## src/rtl/pipe_ctrl.sv

```systemverilog
// Pipeline control for the 5-stage RV32 core: stage enables/clears, per-stage valid bits,
// Execute hold for the iterative mul/div unit with timeout, and saturating stall/flush counters.
//
//  state     | meaning
//  ----------+------------------------------------------------------------
//  ST_RUN    | normal flow, hazard unit requests pass straight through
//  ST_MDBUSY | mul/div in Execute, whole front end frozen, hazards masked
module pipe_ctrl #(
    parameter int CNTW       = 32,
    parameter int MD_TIMEOUT = 64
) (
    input  logic            clk,
    input  logic            reset,
    input  logic            StallF,
    input  logic            StallD,
    input  logic            FlushD,
    input  logic            FlushE,
    input  logic            MdStartE,
    input  logic            MdDoneE,
    output logic            EnF,
    output logic            EnD,
    output logic            EnE,
    output logic            ClrD,
    output logic            ClrE,
    output logic            ValidD,
    output logic            ValidE,
    output logic            ValidM,
    output logic            ValidW,
    output logic            MdBusy,
    output logic            MdTimeout,
    output logic [CNTW-1:0] StallCycles,
    output logic [CNTW-1:0] FlushCount
);

    localparam logic [0:0] ST_RUN    = 1'b0;
    localparam logic [0:0] ST_MDBUSY = 1'b1;

    // Hold timer counts down from MD_TIMEOUT-1; reaching zero without done is the timeout.
    localparam int             MDW     = (MD_TIMEOUT > 2) ? $clog2(MD_TIMEOUT) : 1;
    localparam logic [MDW-1:0] MD_LOAD = MDW'(MD_TIMEOUT - 1);
    localparam logic [CNTW-1:0] CNT_MAX = '1;

    logic [0:0]      state_q, state_d;
    logic [MDW-1:0]  md_cnt_q, md_cnt_d;
    logic            vld_dec_q, vld_dec_d;
    logic            vld_exe_q, vld_exe_d;
    logic            vld_mem_q, vld_mem_d;
    logic            vld_wb_q, vld_wb_d;
    logic            md_timeout_q, md_timeout_d;
    logic [CNTW-1:0] stall_cycles_q, stall_cycles_d;
    logic [CNTW-1:0] flush_count_q, flush_count_d;
    logic            md_busy;

    assign md_busy = (state_q == ST_MDBUSY);

    always_comb begin
        EnF  = 1'b0;
        EnD  = 1'b0;
        EnE  = 1'b0;
        ClrD = 1'b0;
        ClrE = 1'b0;
        if (!md_busy) begin
            EnF  = ~StallF;
            EnD  = ~StallD;
            EnE  = 1'b1;
            ClrD = FlushD;
            ClrE = FlushE;
        end
    end

    always_comb begin
        state_d      = state_q;
        md_cnt_d     = md_cnt_q;
        md_timeout_d = md_timeout_q;
        case (state_q)
            ST_RUN: begin
                // A done in the start cycle is a single-cycle op, no hold needed.
                if (MdStartE && vld_exe_q && !FlushE && !MdDoneE) begin
                    state_d  = ST_MDBUSY;
                    md_cnt_d = MD_LOAD;
                end
            end
            ST_MDBUSY: begin
                if (MdDoneE) begin
                    state_d  = ST_RUN;
                    md_cnt_d = '0;
                end else if (md_cnt_q == '0) begin
                    state_d      = ST_RUN;
                    md_cnt_d     = '0;
                    md_timeout_d = 1'b1;
                end else begin
                    md_cnt_d = md_cnt_q - 1'b1;
                end
            end
            default: begin
                state_d  = ST_RUN;
                md_cnt_d = '0;
            end
        endcase
    end

    always_comb begin
        vld_dec_d = vld_dec_q;
        if (ClrD)
            vld_dec_d = 1'b0;
        else if (EnD)
            vld_dec_d = 1'b1;

        vld_exe_d = vld_exe_q;
        if (ClrE)
            vld_exe_d = 1'b0;
        else if (EnE)
            vld_exe_d = vld_dec_q & ~StallD;

        // Execute is held, so Memory receives bubbles until the result is ready.
        vld_mem_d = (md_busy && !MdDoneE) ? 1'b0 : vld_exe_q;
        vld_wb_d  = vld_mem_q;
    end

    always_comb begin
        stall_cycles_d = stall_cycles_q;
        if (!EnF && (stall_cycles_q != CNT_MAX))
            stall_cycles_d = stall_cycles_q + 1'b1;

        flush_count_d = flush_count_q;
        if (ClrE && (flush_count_q != CNT_MAX))
            flush_count_d = flush_count_q + 1'b1;
    end

    always_ff @(posedge clk) begin
        if (reset) begin
            state_q        <= ST_RUN;
            md_cnt_q       <= '0;
            vld_dec_q      <= 1'b0;
            vld_exe_q      <= 1'b0;
            vld_mem_q      <= 1'b0;
            vld_wb_q       <= 1'b0;
            md_timeout_q   <= 1'b0;
            stall_cycles_q <= '0;
            flush_count_q  <= '0;
        end else begin
            state_q        <= state_d;
            md_cnt_q       <= md_cnt_d;
            vld_dec_q      <= vld_dec_d;
            vld_exe_q      <= vld_exe_d;
            vld_mem_q      <= vld_mem_d;
            vld_wb_q       <= vld_wb_d;
            md_timeout_q   <= md_timeout_d;
            stall_cycles_q <= stall_cycles_d;
            flush_count_q  <= flush_count_d;
        end
    end

    assign ValidD      = vld_dec_q;
    assign ValidE      = vld_exe_q;
    assign ValidM      = vld_mem_q;
    assign ValidW      = vld_wb_q;
    assign MdBusy      = md_busy;
    assign MdTimeout   = md_timeout_q;
    assign StallCycles = stall_cycles_q;
    assign FlushCount  = flush_count_q;

endmodule
```

## config.mk

```make
export PLATFORM = sky130hd
export DESIGN_NAME = pipe_ctrl
export DESIGN_NICKNAME = d
export VERILOG_FILES = /design/src/rtl/pipe_ctrl.sv
export SDC_FILE = /design/constraint.sdc
export NUM_CORES = 1
export LEC_CHECK = 0
export ABC_AREA = 1
export BUFFER_PORTS_ARGS = -buffer_cell sky130_fd_sc_hd__buf_2
export CAP_MARGIN = 40
export CORE_ASPECT_RATIO = 2
export CORE_MARGIN = 3
export CORE_UTILIZATION = 50
export DETAILED_ROUTE_END_ITERATION = 12
export HOLD_SLACK_MARGIN = 0.15
export PLACE_DENSITY = 0.72
export SLEW_MARGIN = 20
export SYNTH_ARGS = -nofsm -noshare
export SYNTH_HDL_FRONTEND = slang
export SYNTH_SLANG_ARGS = --single-unit
```

## constraint.sdc

```tcl
create_clock -name clk -period 1.9 [get_ports clk]
set_input_delay 0.19 -clock clk [delete_from_list [all_inputs] [get_ports clk]]
set_output_delay 0.19 -clock clk [all_outputs]
set_load 0.005 [all_outputs]
```

; ---- Word-level counts from Yosys, hierarchy flattened
; Index checks and enable logic that the tools add are counted.
[totals]
out_inout_bits = 75
register_bits = 76
wordCells = 47
input_bits = 8
[classes]
eq_ne = 3
addsub = 3
n_reduce_logical = 14
bitwise = 5
muxes = 13
[ops]
columns = cell, n
row1 = $add 32x1->32 const B, 2
row2 = $ne 32x32->1 const B, 2
row3 = $mux 6, 3
row4 = $pmux 6 s2, 1
row5 = $mux 1, 8
row6 = $logic_and 1x1->1, 6
row7 = $logic_not 6->1, 1
row8 = $reduce_or 2->1, 3
row9 = $sub 6x1->6 const B, 1
row10 = $not 1->1, 4
row11 = $logic_not 1->1, 3
row12 = $reduce_and 3->1, 1
row13 = $ne 2x2->1 const B, 1
row14 = $pmux 1 s2, 1
row15 = $and 1x1->1, 1

; ---- Depth between registers and ports, before layout
[logic_depth]
ltp_word = 5
ltp_mapped = 11
ltp_nobuf = 10

; ---- Worst setup path after synthesis
; OpenSTA, ideal clock, no wires.
[synth_path]
path_type = reg2reg
from = register flush_count_q[0], in the netlist FlushCount[0]
to = register flush_count_q[10], in the netlist FlushCount[10]
period_less_slack_ns = 1.765
stages_incl_launch_ff = 12
setup_time_ns = 0.134
t_required_ns = 1.766
setup_slack_ns = 0.135
arrival_time_ns = 1.632
path_buffers = 1
path_cell_list = dfxtp_1 ha_1 inv_1 nor2_4 nand2_2 nor2_2 nand2_2 nand2_4 inv_2 buf_6 nand2_1 a21oi_1
[synth_via]
elab_chain_cells = 2
elab_cells_between_ends = 3
cone_classes = add/sub: 1 / eq/ne: 1 / reduce/logical: 1
[synth_rtl]
columns = element, line_no
row1 = "start, declared", 51  ; logic [CNTW-1:0] flush_count_q, flush_count_d;
row2 = "start signal, assigned", 150  ; flush_count_q <= flush_count_d;
row3 = branches (longest 2 deep; another with $add 32x1->32), -
; Several ways; the timed one is not identified.
; A chain may end at the register's enable or synchronous reset.

; ---- Worst setup path in the final report
[layout_path]
from = register flush_count_q[11], in the netlist FlushCount[11]
to = register flush_count_q[23], in the netlist FlushCount[23]
; Same word-level chain as after synthesis.

==> flow_summary_export.csv <==
group,metric,value,unit
yosys,syn_area_per_cell,6.069,um^2
die,core,9135,um^2
die,dieArea,10840,um^2
placed_design,gp_congestion,0.9340,
critical_path,worstPathMaxFanout,5,
cells_and_area,drive_above_1_share,21.34,%
critical_path,rr_endpoint,"FlushCount[23]",
global_route,grt_pass1_wl,24770,um
die,die_y,144.3,um
yosys,ys_types,26,
yosys,synth_nets,800,
global_route,grt_remaining_overflow,0,
sta,finClkSkew,0.006953,ns
critical_path,rr_worst_depth,7,
global_route,track_usage,30.25,%
clock_tree,cts_tree,"done",
sta,setup_tns,0,ns
critical_path,critPathLaunchType,"flop",
sta,post-route-period-util,92.67,%
clock_tree,h-tree-depth,3,
critical_path,path_cells,"nand2_1, nor2_1, nand4_1, nor2_1, nand4_1, nand2_1, nor2_1",
sta,slew_headroom,67.71,%
critical_path,crit_type,"reg2reg",
yosys,ys_warn_count,0,
clock_tree,clock-sinks,76,
critical_path,crit_start,"FlushCount[11]",
hold_path,hold_path_class,"in2reg",
critical_path,crit_cells,7,
sta,fmaxAchievable,0.5680,GHz
clock_tree,clock_tree.root_cell,"clkbuf_16",
yosys,ys_seq_area_share,31.82,%
run,drv_cap,0,
routing,drcViolationCount,0,
cells_and_area,utilization,65.96,%
routing,wl_per_cell,15.12,um
global_route,antenna_found_initial,0,
routing,wl,15570,um
yosys,ys_ff_latch,76,
routing,vias_per_cell,5.286,
yosys,syn_area,4782,um^2
critical_path,slowest_stage,"dfxtp_1",
clock_tree,clock_latency,0.34,ns
placed_design,io_buffers,82,
power_and_ir_drop,p_leak,2.485,nW
die,die_w,75.15,um
routing,dr.pass1.iters,5,
die,rows,49,
routing,antenna_left,0,
critical_path,arrival,2.00,ns
critical_path,endpoint,"FlushCount[23]",
sta,rsz0062_at_grt,"false",
power_and_ir_drop,ir_worst_vdd,0.4249,mV
sta,setup_viol,0,
cells_and_area,nNetsFinal,935,
critical_path,r2r_slack,0.14,ns
critical_path,crit_family,"simple AND/OR/NAND/NOR gates",
yosys,syn_inst,788,
power_and_ir_drop,p_per_area,651.5,nW/um^2
die,pin_count,83,
cells_and_area,num_antenna_cells,0,
clock_tree,numCtsBuffers,9,
sta,min_period,1.761,ns
routing,num_vias,5445,
clock_tree,cts.clk_slew.worst_paths,0.06,ns
cells_and_area,syn2layout_area_growth,26.01,%
sta,finalHoldViolCount,0,
clock_tree,cts_setup_buffers,0,
sta,worst_pin_slew,0.4838,ns
die,start_util,52.35,%
critical_path,reg2reg_from,"FlushCount[11]",
critical_path,cp.required,2.14,ns
sta,final_max_slew_viol_count,0,
critical_path,critPathBufInv,0,
run_status,status,"completed",
routing,drt-initial-drc-count,376,
global_route,grt_max_degree,31,
clock_tree,cts_buffer_depth,2,
critical_path,crit_top_cell,"nor2_1",
critical_path,max_stage_delay,0.42,ns
global_route,grt_pass1_vias,5301,
placed_design,dp_hpwl,12100,um
critical_path,critPathCaptureType,"flop",
cells in the final DEF, fill, tap and decap left out, drive strengths merged:
cell type / n
xnor2: 7
dlygate4sd3: 1
o21ai: 14
dfxtp: 76
inv: 66
a31oi: 2
buf: 141
bufinv: 4
nor3: 4
a22oi: 1
nand2: 321
o21a: 1
nand3: 38
ha: 4
nor2: 149
clkbuf: 12
xor2: 22
nand4: 8
a21oi: 57
tightest hold or removal path, stage by stage:
cell,delay [ns]
buf_2,0.10
inv_1,0.04
nor2_1,0.04
nor2_1,0.10
through the flow:
step / hold slack [ns] / std cells / setup slack [ns] / power, mW / cell area, um^2
after floorplan: 0.3321 / 788 / 0.1347 / 1.765 / 4782
after global placement: 0.4114 / 1013 / 0.1185 / 1.810 / 5613
after detailed placement: 0.4208 / 1013 / 0.03561 / 1.814 / 5613
after CTS: 0.1649 / 1030 / 0.05025 / 3.933 / 5993
after global routing: 0.2251 / 1030 / 0.001375 / 4.023 / 6026
final: 0.1668 / 1030 / 0.1393 / 3.926 / 6026
flip-flops by register name, indices dropped and copies added, names as in the netlist:
name and count:
FlushCount 32, StallCycles 32, md_cnt_q 6, MdBusy 1, MdTimeout 1, ValidD 1
ValidE 1, ValidM 1, ValidW 1
Yosys cell counts (all sizes together):
cell    number  area share [%]
a21oi       57             7.3
a22oi        1            0.16
a31oi        2            0.26
buf         11             2.6
clkbuf       7            0.55
dfxtp       76              32
ha           4             1.0
inv         66             5.2
nand2      321              26
nand3       38             4.0
nand4        8             1.0
nor2       149              13
nor3         4            0.42
o21a         1            0.16
o21ai       14             1.5
xnor2        7             1.3
xor2        22             4.0
cell families (layout without fill, tap and decap cells):
kind of cell             Yosys count  in the layout  share of synthesized area (%)
buffers and inverters             84            224                          8.320
flip-flops                        76             76                          31.82
XOR/XNOR                          29             29                          5.311
AND/OR/NAND/NOR                  520            520                          44.17
AO/OA/AOI/OAI                     75             75                          9.341
adder cells (fa/ha/maj)            4              4                          1.047
power breakdown:
part           switching [mW]  internal [mW]  leakage [nW]  total [mW]
Sequential            0.00914           1.60         0.615        1.61
Clock                   0.681           1.45         0.177        2.14
Combinational           0.122         0.0550          1.69       0.177
metal layers:
layer / wire length [um] / part of all wire, % / global-route usage [%] / vias up
met1: 5204 / 33 / 27.80 / 2515
li1: - / - / - / 2710
met4: 1136 / 7.3 / 22.12 / 0
met5: 0 / 0 / 0 / -
met2: 8717 / 56 / 56.99 / 159
met3: 513 / 3.3 / 4.036 / 61
timing repair:
action,CTS,global route
pin swaps,0,0
resized for setup,1,13
endpoints found under the hold margin,1,0
setup endpoints to repair,2,55
hold buffers,1,0
layout make-up:
type                            count  area, um^2
Clock buffer                       12       246.5
Clock inverter                      4       120.1
Fill cell                         881        3109
Inverter                           66       252.7
Multi-Input combinational cell    628        2870
Sequential cell                    76        1525
Tap cell                          102       127.6
Timing Repair Buffer              142       883.3
worst min path at each step:
stage,startpoint,endpoint,cells past startpoint
finish,FlushD,ValidD,4
floorplan,MdDoneE,ValidM,2
global route,FlushD,ValidD,4
global placement,ValidM,ValidW,2
CTS,FlushD,ValidD,4
detailed placement,ValidM,ValidW,2
Note: power is estimated with default switching activity, not from simulation.
